**src/rtl/clock_divider_pkg.sv**
```systemverilog
// ---------------------------------------------------------------------------
// clock_divider_pkg
//   Shared definitions for the clock divider block.
//   DEFAULT_WIDTH : default bit width of the half-period input and counter.
//   cnt_t         : counter type at the default width.
// ---------------------------------------------------------------------------
package clock_divider_pkg;

  localparam int DEFAULT_WIDTH = 32;

  typedef logic [DEFAULT_WIDTH-1:0] cnt_t;

endpackage : clock_divider_pkg

```
**src/rtl/clk_div_counter.sv**
```systemverilog
// ---------------------------------------------------------------------------
// clk_div_counter
//   Half-period counter for the clock divider. Counts src_clk edges since the
//   last output toggle and flags the edge on which the output must toggle.
//
// Ports
//   clk    in   clock (all state on rising edge)
//   reset  in   synchronous active-low reset
//   limit  in   half-period length in clk cycles; 0 disables counting
//   cnt    out  current counter value
//   wrap   out  high when the coming edge ends the half-period
// ---------------------------------------------------------------------------
module clk_div_counter
  import clock_divider_pkg::*;
#(
  parameter int WIDTH = DEFAULT_WIDTH
) (
  input  logic             clk,
  input  logic             reset,
  input  logic [WIDTH-1:0] limit,
  output logic [WIDTH-1:0] cnt,
  output logic             wrap
);

  logic [WIDTH-1:0] cnt_reg;
  logic [WIDTH-1:0] cnt_next;
  logic [WIDTH:0]   cnt_plus_one;
  logic             enabled;

  // One extra bit so that cnt = all-ones compares as 2^WIDTH instead of
  // wrapping to zero and missing the toggle.
  assign cnt_plus_one = {1'b0, cnt_reg} + {{WIDTH{1'b0}}, 1'b1};
  assign enabled      = (limit != '0);

  // ">=" rather than "==" so that lowering limit below the running count
  // ends the half-period on the next edge instead of counting all the way
  // around the counter range.
  assign wrap = enabled && (cnt_plus_one >= {1'b0, limit});

  always_comb begin
    cnt_next = cnt_reg;
    if (!enabled || wrap) begin
      cnt_next = '0;
    end else begin
      cnt_next = cnt_plus_one[WIDTH-1:0];
    end
  end

  always_ff @(posedge clk) begin
    if (!reset) begin
      cnt_reg <= '0;
    end else begin
      cnt_reg <= cnt_next;
    end
  end

  assign cnt = cnt_reg;

endmodule : clk_div_counter

```
**src/rtl/clock_divider.sv**
```systemverilog
// ---------------------------------------------------------------------------
// clock_divider
//   Programmable clock divider. clock_out is a 50% duty-cycle clock with a
//   period of 2*clk_div src_clk cycles; clk_div = 0 holds the output low.
//   clk_div is used live every cycle, so a new value acts on the next edge.
//
// Ports
//   src_clk    in   source clock, sole clock of the block
//   reset      in   synchronous active-low reset
//   clk_div    in   half-period of clock_out in src_clk cycles (unsigned)
//   clock_out  out  divided clock, straight from a flop
// ---------------------------------------------------------------------------
module clock_divider
  import clock_divider_pkg::*;
#(
  parameter int WIDTH = DEFAULT_WIDTH
) (
  input  logic             src_clk,
  input  logic             reset,
  input  logic [WIDTH-1:0] clk_div,
  output logic             clock_out
);

  logic [WIDTH-1:0] cnt_value;
  logic             wrap;
  logic             clock_out_reg;
  logic             clock_out_next;
  logic             unused_cnt;

  clk_div_counter #(
    .WIDTH (WIDTH)
  ) u_counter (
    .clk   (src_clk),
    .reset (reset),
    .limit (clk_div),
    .cnt   (cnt_value),
    .wrap  (wrap)
  );

  // The count itself is only needed inside the counter; it stays on the
  // hierarchy for observation when debugging.
  assign unused_cnt = ^cnt_value;

  always_comb begin
    clock_out_next = clock_out_reg;
    if (clk_div == '0) begin
      clock_out_next = 1'b0;
    end else if (wrap) begin
      clock_out_next = ~clock_out_reg;
    end
  end

  always_ff @(posedge src_clk) begin
    if (!reset) begin
      clock_out_reg <= 1'b0;
    end else begin
      clock_out_reg <= clock_out_next;
    end
  end

  assign clock_out = clock_out_reg;

endmodule : clock_divider

```
**config.mk**
```make
export PLATFORM = sky130hd
export DESIGN_NAME = clock_divider
export DESIGN_NICKNAME = d
export VERILOG_FILES = /design/src/rtl/clock_divider_pkg.sv /design/src/rtl/clk_div_counter.sv /design/src/rtl/clock_divider.sv
export SDC_FILE = /design/constraint.sdc
export NUM_CORES = 1
export LEC_CHECK = 0
export ABC_CLOCK_PERIOD_IN_PS = 3800
export CAP_MARGIN = 5
export CELL_PAD_IN_SITES_DETAIL_PLACEMENT = 0
export CELL_PAD_IN_SITES_GLOBAL_PLACEMENT = 1
export CORE_ASPECT_RATIO = 0.9
export CORE_UTILIZATION = 42
export CTS_CLUSTER_SIZE = 20
export DETAILED_ROUTE_END_ITERATION = 12
export GPL_TIMING_DRIVEN = 0
export PLACE_DENSITY = 0.86
export RECOVER_POWER = 25
export REMOVE_ABC_BUFFERS = 1
export SLEW_MARGIN = 20
export SYNTH_ARGS = -nofsm -noshare
export SYNTH_HDL_FRONTEND = slang
export SYNTH_SLANG_ARGS = --single-unit
```
**constraint.sdc**
```tcl
create_clock -name src_clk -period 3.8 [get_ports src_clk]
set_input_delay 0.76 -clock src_clk [delete_from_list [all_inputs] [get_ports src_clk]]
set_output_delay 0.76 -clock src_clk [all_outputs]
set_load 0.05 [all_outputs]
```
======== Yosys cells after proc, flatten, opt, wreduce, memory -nomap -nowiden ========
Cells that the tools add are included.
storage, ports and cells
  register bits ........................... 33
  input bits .............................. 34
  word-level logic and storage cells ...... 13
operators by class
  add/subtract/negate cells ............... 1
  $lt $le $gt $ge ......................... 1
  bitwise operators ....................... 2
  reduce and logical (&&, ||, !) cells .... 7
operators with widths
  operator                                                          number
  32-bit by 1-bit adder with 33-bit output (second input constant)  1
  33-bit by 32-bit greater-or-equal comparator with 1-bit output    1
  32-bit zero test                                                  1
  32-bit nonzero test                                               1
  2-bit OR reduction                                                2
  1-bit inverter                                                    2
  1-bit logical AND                                                 1
  1-bit zero test                                                   1
  1-bit logical OR                                                  1

======== Longest topological paths before layout ========
Gate-level depths: netlist of run 1.
  depth after elaboration ................. 5
  mapped depth ............................ 13
  mapped depth without buffers ............ 12

======== By module ========
Synthesis of run 1 repeated with hierarchy kept, for this count alone.
second synthesis, totals
  cell total of the unflattened synthesis .. 293
  area total of the unflattened synthesis .. 2498.6 sq um
modules (own cells, without submodules)
  module           instances  cells an instance  area each (sq um)  seq. area each (sq um)
  clk_div_counter  1          280                2372.3             640.6
  clock_divider    1          13                 126.4              20.0

======== Least setup slack after synthesis of run 1 ========
Ideal clock, no wire load.
  path kind ............................... reg2reg
  start ................................... reg u_counter.cnt_reg[6], in the netlist u_counter.cnt[6]
  end ..................................... reg clock_out_reg, in the netlist clock_out
  arrival time ............................ 3.028 ns
  data required time ...................... 3.677 ns
  path slack .............................. 0.648 ns
  stages on the path, launching flop included .. 13
  buffers on the path ..................... 0
  clock period less this slack ............ 3.152 ns
  cells stage by stage .................... dfxtp_1 -> and4_1 -> nand4_1 -> nor3_2 -> nand4_1 -> xnor2_1 -> ha_1 -> and4_4 -> and3_1 -> a221o_1 -> a211oi_1 -> o211ai_2 -> mux2_1
on the way
  longest elaborated chain between the ends .. 3
RTL lines
  what                                                            RTL line               source
  from (decl)                                                     clk_div_counter.sv:25  logic [WIDTH-1:0] cnt_reg;
  from (signal assigned)                                          clk_div_counter.sv:53  cnt_reg <= cnt_next;
  32-bit by 1-bit adder with 33-bit output                        clk_div_counter.sv:32  assign cnt_plus_one = {1'b0, cnt_reg} + {{WIDTH{1'b0}}, 1'b1};
  named net u_counter.cnt_plus_one[27]                            clk_div_counter.sv:27  logic [WIDTH:0] cnt_plus_one;
  33-bit by 32-bit greater-or-equal comparator with 1-bit output  clk_div_counter.sv:38  assign wrap = enabled && (cnt_plus_one >= {1'b0, limit});
  1-bit logical AND                                               clk_div_counter.sv:38
  to (signal assigned)                                            clock_divider.sv:57    clock_out_reg <= clock_out_next;
  to (decl)                                                       clock_divider.sv:26    logic clock_out_reg;
The timed path passes the listed nets, and every way through them passes these cells.
A chain may end at the register's enable or synchronous reset.

======== Worst setup path in the final report of run 1 ========
  start ................................... reg u_counter.cnt_reg[8], in the netlist u_counter.cnt[8]
  end ..................................... reg clock_out_reg, in the netlist clock_out
The elaborated chain is that of the path after synthesis.

==> results of run 1 <==
## how the worst max path moves through the flow
stage	startpoint	endpoint	slack, ns
after CTS	u_counter.cnt[16]$_SDFF_PP0_	clock_out$_SDFFE_PP0P_	-0.02
final	u_counter.cnt[8]$_SDFF_PP0_	clock_out$_SDFFE_PP0P_	0.14
after floorplan	u_counter.cnt[6]$_SDFF_PP0_	clock_out$_SDFFE_PP0P_	0.19
after global routing	u_counter.cnt[8]$_SDFF_PP0_	clock_out$_SDFFE_PP0P_	-0.03
after detailed placement	u_counter.cnt[2]$_SDFF_PP0_	clock_out$_SDFFE_PP0P_	-0.15
after global placement	clk_div[0]	u_counter.cnt[4]$_SDFF_PP0_	-1.28
## synthesized netlist by cell type (3+ instances only)
cell,number,area (um^2)
and4_1,10,87.6
dfxtp_1,33,661
inv_1,35,131
a21oi_1,11,55.1
o21ai_0,3,15.0
nand2_1,17,63.8
nor4_1,8,50.1
and3_1,3,18.8
nor3_2,4,40.0
and2_1,6,37.5
ha_1,33,413
buf_6,3,33.8
nor2_1,6,22.5
xor2_1,6,52.6
nand3_1,10,50.1
a221o_1,3,30.0
nor2b_2,10,87.6
nor3b_2,18,225
nand4_1,15,93.8
xnor2_1,24,210
## cell families (layout without fill, tap and decap cells)
group	count (synthesis)	in the layout
flip-flops	33	33
buffers and inverters	40	85
multiplexers	1	1
AND/OR/NAND/NOR	114	114
adder cells (fa/ha/maj)	33	33
AO/OA/AOI/OAI	27	27
XOR/XNOR	30	30
## through the flow
stage               setup WS (ns)  TNS (ns)  std cells  hold slack (ns)
floorplan                   0.195         0        273            0.461
global placement            -1.28    -18.91        377            0.481
detailed placement         -0.150    -0.150        379            0.481
CTS                       -0.0213   -0.0213        390            0.495
global route              -0.0304   -0.0304        393            0.529
finish                      0.136         0        393            0.496
## power by group through the flow
stage          Combinational [W]  Sequential [W]  Clock [W]
2_1_floorplan          0.0000416        0.000358          0
3_3_place_gp           0.0000943        0.000358          0
3_5_place_dp           0.0000999        0.000359          0
4_1_cts                 0.000103        0.000351   0.000354
5_1_grt                 0.000115        0.000351   0.000366
6_report                0.000104        0.000351   0.000349
## critical path: cells and delay by family (launching register included)
| kind | cells | cell delay, ns |
|---|---|---|
| muxes | 1 | 0.31 |
| and+or+nand+nor | 6 | 1.44 |
| AOI/OAI and AO/OA | 3 | 0.72 |
| xor gates and xnor gates | 1 | 0.18 |
| DFF | 1 | 0.38 |
| adders and majority gates | 1 | 0.32 |
| buffers and inverters | 1 | 0.18 |
## repair_timing
action                     in CTS  in global routing
gates resized for setup         3                 21
setup endpoints to repair      12                 26
setup buffers                   3                  3
pin swaps                       1                  7
## layout by cell type, fill, tap and decap left out, types with 4 or more instances in the layout
| cell type | instances |
|---|---|
| ha_1 | 32 |
| nor2b_2 | 10 |
| nand2_1 | 17 |
| nand4_1 | 15 |
| and4_4 | 4 |
| xnor2_1 | 21 |
| inv_1 | 35 |
| xor2_1 | 6 |
| and4_1 | 5 |
| nor3b_2 | 18 |
| clkbuf_8 | 6 |
| dfxtp_1 | 28 |
| a21oi_1 | 11 |
| nor2_1 | 6 |
| and2_1 | 5 |
| buf_4 | 6 |
| dfxtp_2 | 5 |
| nor4_1 | 8 |
| clkdlybuf4s50_1 | 33 |
| nand3_1 | 9 |
## per-layer routing
metal | share of wire | wire [um] | global-route usage | up-vias
li1 | - | - | - | 1078
met5 | 0 | 0 | 0 | -
met2 | 0.46 | 2760 | 0.320 | 48
met4 | 0.037 | 225 | 0.0914 | 0
met1 | 0.46 | 2810 | 0.244 | 1003
met3 | 0.045 | 273 | 0.0381 | 19
## area by class of cell
class	instances	area (um^2)
Inverter	35	131
Multi-Input combinational cell	205	1810
Clock inverter	1	30.0
Tap cell	70	87.6
Timing Repair Buffer	42	440
Sequential cell	33	667
Fill cell	519	2500
Clock buffer	7	86.3
==> results.sh, run 1 <==
export IMPL_status="complete, but fails checks"
export IMPL_violations="DRC"
export IMPL_drive_above_1_share=0.223
export IMPL_avgSynthCellArea_um2=9.18
export IMPL_slew_headroom=0.651
export IMPL_ys_seq_area_frac=0.259
export IMPL_async_flop_share=0
export IMPL_slew_viol_final=0
export IMPL_crit_chain="and4_2 > nand4_1 > nor3_4 > nand4_1 > xnor2_2 > ha_1 > and4_4 > and3_1 > a221o_1 > a211oi_2 > o211ai_4 > buf_16 > mux2_1"
export IMPL_worst_setup_path_start_kind="register"
export IMPL_dr_total_vias=2148
export IMPL_ant_nets=0
export IMPL_yosysWarnings=0
export IMPL_hold_viol_final=0
export IMPL_drc=2
export IMPL_cp_max_fo=17
export IMPL_track_usage=0.194
export IMPL_grt_max_degree=20
export IMPL_max_stage_delay_ns=0.38
export IMPL_drt_iter0_markers=77
export IMPL_clk_pin_slew_ns=0.06
export IMPL_p_sw_w=0.000185
export IMPL_synth_mux_area_frac=0.00441
export IMPL_fin_skew_ns=0.00866
export IMPL_worstHoldPathType="register to register"
export IMPL_setup_viol=0
export IMPL_antenna_found_initial=0
export IMPL_power_w=0.000803
export IMPL_cp_data_required_time_ns=3.97
export IMPL_final_util=0.565
export IMPL_synth_ff_type="dfxtp_1"
export IMPL_cp_common_cell="nand4_1"
export IMPL_placed_area_um2=3020
export IMPL_port_buffers=34
export IMPL_switching_share=0.230
export IMPL_synthXorXnorAreaFrac=0.103
export IMPL_largest_reg_flops=32
export IMPL_start_util=0.443
export IMPL_syn_to_final_growth_pct=27.5
export IMPL_die_h_um=75.9
export IMPL_htree_levels=2
export IMPL_grt_ovfl_total=0
export IMPL_worst_slew_pin_slew_ns=0.519
export IMPL_clockPowerShare=0.434
export IMPL_r2r_setup_slack_ns=0.14
export IMPL_rows=26
export IMPL_cp_arrival_ns=3.84
export IMPL_syn_cell_area_um2=2550
export IMPL_synth_compound_area_share=0.0765
export IMPL_stdcell_area_um2=3250
export IMPL_cts_sinks=33
export IMPL_seqPwrFrac=0.437
export IMPL_viasPerCell=5.47
export IMPL_wl_um=6060
export IMPL_wl_per_cell_um=15.4
export IMPL_grt_pass1_vias=2164
export IMPL_synth_top_family_by_area="simple AND/OR/NAND/NOR gates"
export IMPL_synth_simple_gate_area_share=0.328
export IMPL_synth_edf_count=0
export IMPL_root_buffer="clkbuf_8"
export IMPL_nets=389
export IMPL_hpwl_um=4690
export IMPL_min_path_cells=1
export IMPL_die_area_um2=6390
export IMPL_fp_dieW_um=84.2
export IMPL_ys_seq_elements=33
export IMPL_grt_first_pass_wirelength_um=9760
export IMPL_netlist_instances=278
export IMPL_min_period_ns=3.66
export IMPL_gp_congestion=0.898
export IMPL_p_int_w=0.000618
export IMPL_crit_reg2reg_launch="u_counter.cnt[8]$_SDFF_PP0_"
export IMPL_power_leakage_nw=1.46
export IMPL_r2r_end="clock_out$_SDFFE_PP0P_"
export IMPL_ir_worst_vdd_uv=216
export IMPL_min_to="u_counter.cnt[0]$_SDFF_PP0_"
export IMPL_worst_setup_path_type="register to register"
export IMPL_tritoncts="yes"
export IMPL_ys_types=35
export IMPL_drv_cap=0
export IMPL_critPathSlowestCell="dfxtp_1"
export IMPL_clockBufferDepth=2
export IMPL_pwr_density_cell_nw_per_um2=247
export IMPL_core_area_um2=5760
export IMPL_worstRegToRegCells=13
export IMPL_power_frac_comb=0.129
export IMPL_antenna_cells=0
export IMPL_numCtsBuffers=5
export IMPL_synth_adder_area_share=0.162
export IMPL_clock_latency_ns=0.29
export IMPL_hold_buffers=0
export IMPL_crit_path_end_kind="register"
export IMPL_hp_start="u_counter.cnt[0]$_SDFF_PP0_"
export IMPL_max_freq_mhz=273
export IMPL_dr_pass1_iters=8
export IMPL_post_route_period_util=0.964
export IMPL_io_pins=35
No activity file was read; power rests on OpenSTA's default activity.
==> run 2, diff against run 1 <==
--- a/config.mk
+++ b/config.mk
@@ -14,7 +14,7 @@
 export CTS_CLUSTER_SIZE = 20
 export DETAILED_ROUTE_END_ITERATION = 12
 export GPL_TIMING_DRIVEN = 0
-export PLACE_DENSITY = 0.86
+export PLACE_DENSITY = 0.82
 export RECOVER_POWER = 25
 export REMOVE_ABC_BUFFERS = 1
 export SLEW_MARGIN = 20
==> run 2 against run 1 <==
Against the previous run: the flow still finishes with violations (DRC); critical path depth unchanged; clock-buffer cell count decreased by 2; global-route usage decreased by 0.39 points; die area unchanged; core utilization decreased by 1.5 points; largest cell class unchanged.
==> results.sh, run 2 (synthesized netlist as in run 1, its figures left out) <==
export IMPL_status="complete, but fails checks"
export IMPL_violations="DRC"
export IMPL_tritoncts="yes"
export IMPL_crit_path_end_kind="register"
export IMPL_fin_skew_ns=0.00473
export IMPL_dr_total_vias=2100
export IMPL_nFillCells=513
export IMPL_worst_slew_pin_slew_ns=0.510
export IMPL_slew_headroom=0.659
export IMPL_grt_ovfl_total=0
export IMPL_drv_cap=0
export IMPL_power_leakage_nw=1.41
export IMPL_largest_reg_flops=32
export IMPL_min_period_ns=3.63
export IMPL_worst_setup_path_start_kind="register"
export IMPL_rows=26
export IMPL_drc=2
export IMPL_die_h_um=75.9
export IMPL_holdWs_ns=0.490
export IMPL_fp_dieW_um=84.2
export IMPL_grt_pass1_vias=2027
export IMPL_clk_pin_slew_ns=0.07
export IMPL_max_freq_mhz=275
export IMPL_tns_ns=0
export IMPL_port_buffers=34
export IMPL_dr_pass1_iters=8
export IMPL_die_area_um2=6390
export IMPL_drt_iter0_markers=72
export IMPL_multi_input_comb_area_um2=1760
export IMPL_hold_viol_final=0
export IMPL_pwr_density_cell_nw_per_um2=225
export IMPL_slew_viol_final=0
export IMPL_hpwl_um=4660
export IMPL_wl_um=5700
export IMPL_start_util=0.443
export IMPL_grt_max_degree=18
export IMPL_worstHoldPathType="register to register"
export IMPL_antenna_found_initial=0
export IMPL_worst_setup_path_type="register to register"
export IMPL_io_pins=35
export IMPL_core_area_um2=5760
export IMPL_root_buffer="clkbuf_8"
export IMPL_final_common_cell="inv_1"
export IMPL_gp_congestion=0.830
export IMPL_post_route_period_util=0.957
export IMPL_cp_data_required_time_ns=3.98
export IMPL_setup_viol=0
export IMPL_ant_nets=0
export IMPL_numCtsBuffers=5
export IMPL_grt_first_pass_wirelength_um=9620
export IMPL_final_seq_area_um2=663
export IMPL_pre_cts_ws_ns=-0.103
export IMPL_cts_sinks=33
export IMPL_antenna_cells=0
export IMPL_htree_levels=2
export IMPL_drive_above_1_share=0.183
export IMPL_syn_to_final_growth_pct=24.2
export IMPL_track_usage=0.190
export IMPL_finalWorstSetupSlack_ns=0.165
export IMPL_power_w=0.000713
export IMPL_cp_arrival_ns=3.82
export IMPL_wl_per_cell_um=14.5
export IMPL_clock_latency_ns=0.29
export IMPL_final_cell_mix="inv_1, ha_1, clkdlybuf4s50_1, dfxtp_1, xnor2_1"
export IMPL_viasPerCell=5.34
export IMPL_cp_max_fo=17
export IMPL_nets=389
export IMPL_clockBufferDepth=2
export IMPL_ir_worst_vdd_uv=161
run 2: cell types whose count changed in the layout (fill, tap and decap cells not counted), sizes merged:
cell	delta
clkinvlp	+1
clkinv	+2
bufinv	-1
clkbuf	-1
buf	-1
run 2: worst paths after layout:
path	endpoint	cells after the start	start	slack (ns)
max	clock_out$_SDFFE_PP0P_	13	u_counter.cnt[17]$_SDFF_PP0_	0.17
max reg2reg	clock_out$_SDFFE_PP0P_	13	u_counter.cnt[17]$_SDFF_PP0_	0.17
min reg2reg	u_counter.cnt[0]$_SDFF_PP0_	1	u_counter.cnt[0]$_SDFF_PP0_	0.49
min	u_counter.cnt[0]$_SDFF_PP0_	1	u_counter.cnt[0]$_SDFF_PP0_	0.49
run 2: per-layer routing:
metal,track usage,wire (um)
met5,0,0
met4,0.0517,75
met3,0.0381,229
met2,0.306,2630
met1,0.259,2770
run 2: through the flow:
stage | instance area, um^2 | util | std cells
2_1_floorplan | 2510 | - | 273
3_3_place_gp | 2940 | 0.510 | 377
3_5_place_dp | 3020 | 0.524 | 379
6_report | 3170 | 0.550 | 393
5_1_grt | 3170 | 0.550 | 393
4_1_cts | 3140 | 0.545 | 389
run 2: repair_timing:
item,in CTS,in global routing
setup endpoints to repair,6,13
buffers inserted,2,4
resized for setup,4,7
hold buffers,0,0
pin swaps,1,4
run 2: worst max-delay path: stages (launching register included):
cell,delay (ns)
dfxtp_1,0.38
and4_2,0.31
nand4_1,0.23
nor3_4,0.37
nand2_1,0.16
xnor2_2,0.17
ha_1,0.30
and4_4,0.20
and3_1,0.16
a221o_1,0.35
a211oi_2,0.24
o211ai_4,0.15
buf_16,0.19
mux2_1,0.31
run 2: area by class of cell:
| class | instances | share of cell area |
|---|---|---|
| Clock buffer | 5 | 0.0217 |
| Clock inverter | 3 | 0.00553 |
| Inverter | 35 | 0.0415 |
| Multi-Input combinational cell | 205 | 0.557 |
| Sequential cell | 33 | 0.209 |
| Tap cell | 70 | 0.0276 |
| Timing Repair Buffer | 42 | 0.138 |
run 2: power by group:
part | internal [W] | switching (W) | total (W)
logic | 0.0000548 | 0.0000463 | 0.000101
registers | 0.000348 | 0.00000212 | 0.000350
clock network | 0.000126 | 0.000135 | 0.000262
==> RTL change: new RTL, config.mk and constraints of run 2 <==
Make the reset (`reset`) asynchronous in 2 clocked blocks. Comments in the files are not updated.
--- a/src/rtl/clk_div_counter.sv
+++ b/src/rtl/clk_div_counter.sv
@@ -46,7 +46,7 @@
     end
   end
 
-  always_ff @(posedge clk) begin
+  always_ff @(posedge clk or negedge reset) begin
     if (!reset) begin
       cnt_reg <= '0;
     end else begin
--- a/src/rtl/clock_divider.sv
+++ b/src/rtl/clock_divider.sv
@@ -50,7 +50,7 @@
     end
   end
 
-  always_ff @(posedge src_clk) begin
+  always_ff @(posedge src_clk or negedge reset) begin
     if (!reset) begin
       clock_out_reg <= 1'b0;
     end else begin
Formal check against the unedited RTL: differs if reset is asserted again (counterexample within 4 cycles, from zero or initial values and one cycle with reset low); with reset held inactive, the same outputs for 10 cycles.
==> RTL change against run 2 <==
The flow still finishes with violations (DRC). Routed wire length down 5.6%. Maximum frequency down 0.10%. Cell area down 0.79%. Total power down 2.7%. Setup slack worse by 0.0037 ns. Sequential cell count unchanged. Hold slack worse by 0.11 ns. Non-clock buffer count up 1. Synthesized area about the same. Largest cell class unchanged. Highest routed layer unchanged.
==> RTL change: results (changes against run 2) <==
\begin{tabular}{lr}
\hline
Metric & Value \\
\hline
\multicolumn{2}{l}{\textbf{Critical path}} \\
\quad Cell with the largest stage delay on the worst path & sky130\_fd\_sc\_hd\_\_or4\_4 (was sky130\_fd\_sc\_hd\_\_dfxtp\_1) \\
\quad Crit path from & u\_counter.cnt[1]\$\_DFF\_PN0\_ (was u\_counter.cnt[17]\$\_SDFF\_PP0\_) \\
\quad Reg2Reg Capture Point & clock\_out\$\_DFFE\_PN0P\_ (was clock\_out\$\_SDFFE\_PP0P\_) \\
\quad Slowest stage delay, CP & 0.56 ns (was 0.38 ns) \\
\quad Max FO, Critical Path & 5 (was 17) \\
\multicolumn{2}{l}{\textbf{Routing}} \\
\quad Total vias in the final route & 2,056 (was 2,100) \\
\quad DRC marker count from the first detailed-route iteration & 76 (was 72) \\
\quad Routed WL & 5.383 mm (was 5.703 mm) \\
\quad DRC violation count after routing & 8 (was 2) \\
\multicolumn{2}{l}{\textbf{Logic synthesis}} \\
\quad Share of synthesized flip-flops with an asynchronous set or reset & 100.0\% (was 0\%) \\
\quad Distinct cell type count after synthesis & 39 (was 35) \\
\multicolumn{2}{l}{\textbf{Global routing}} \\
\quad First-pass GRT wire length & 9.259 mm (was 9.618 mm) \\
\quad Largest net degree at the start of global routing & 27 (was 18) \\
\quad Global-route met1 utilization & 25.43\% (was 25.94\%) \\
\quad Met2 track demand over resource in global routing & 29.02\% (was 30.57\%) \\
\multicolumn{2}{l}{\textbf{Placed design}} \\
\quad Area of placed instances & 2993 µm² (was 3017 µm²) \\
\quad Gpl congestion & 0.7353 (was 0.8298) \\
\quad Count of placed standard cells including taps & 385 (was 379) \\
\quad Post-DP HPWL & 4.335 mm (was 4.656 mm) \\
\multicolumn{2}{l}{\textbf{STA}} \\
\quad Final worst setup slack & 0.1614 ns (was 0.1652 ns) \\
\quad Worst clock skew & 0.003406 ns (was 0.004726 ns) \\
\quad Worst hold slack & 0.3816 ns (was 0.4904 ns) \\
\multicolumn{2}{l}{\textbf{Run status}} \\
\quad Failing checks & DRC (unchanged) \\
\quad Status & complete, but fails checks (unchanged) \\
\multicolumn{2}{l}{\textbf{Cells and area}} \\
\quad Utilization after layout & 54.61\% (was 55.04\%) \\
\multicolumn{2}{l}{\textbf{Power}} \\
\quad Static Leakage & 1.641 nW (was 1.411 nW) \\
\multicolumn{2}{l}{\textbf{Min path}} \\
\quad Hold WC Path Type & in2async (was reg2reg) \\
\hline
\end{tabular}
-- RTL change: changes by cell type after synthesis, sizes merged, moves of 8 or more --
cell,before,now
and4,12,4
dfxtp,33,0
nor2,6,15
dfrtp,0,33
nor2b,12,31
nor3b,19,0
-- RTL change: repair_timing --
action | 4_1_cts | 5_1_grt
hold buffers | 0 | 0
pin swaps | 3 | 5
gates resized for setup | 3 | 5
setup buffers | 5 | 1
endpoints found under the setup margin | 33 | 17
endpoints found under the hold margin | 0 | 0
-- RTL change: logic make-up (layout without fill, tap and decap cells) --
kind of cell               after synthesis  count (layout)  share of synthesized area (%)
and+or+nand+nor                        120             120                          27.78
buffers and inverters                   41              87                          6.467
adders and majority gates               33              33                          16.17
DFF                                     33              33                          32.34
xor gates and xnor gates                30              30                          10.88
AOI/OAI and AO/OA                       24              24                          5.929
muxes                                    1               1                         0.4409
-- RTL change: cell type report --
cell class | instances | area (µm²) | area share [%]
Multi-Input combinational cell | 208 | 1600 | 50.90
Sequential cell | 33 | 825.8 | 26.26
Timing Repair Buffer | 43 | 405.4 | 12.89
Inverter | 37 | 138.9 | 4.417
Tap cell | 70 | 87.58 | 2.786
Clock buffer | 7 | 86.33 | 2.746
-- RTL change: layer usage --
layer,share of wire (%),vias to the layer above
met1,49,953
met4,0.97,0
met3,4.7,5
li1,-,1056
met5,0,-
met2,45,42
-- RTL change: where the power goes --
part	internal, mW	total [mW]	switching [mW]
clock network	0.144	0.265	0.122
registers	0.351	0.351	0.00000920
logic	0.0421	0.0773	0.0352
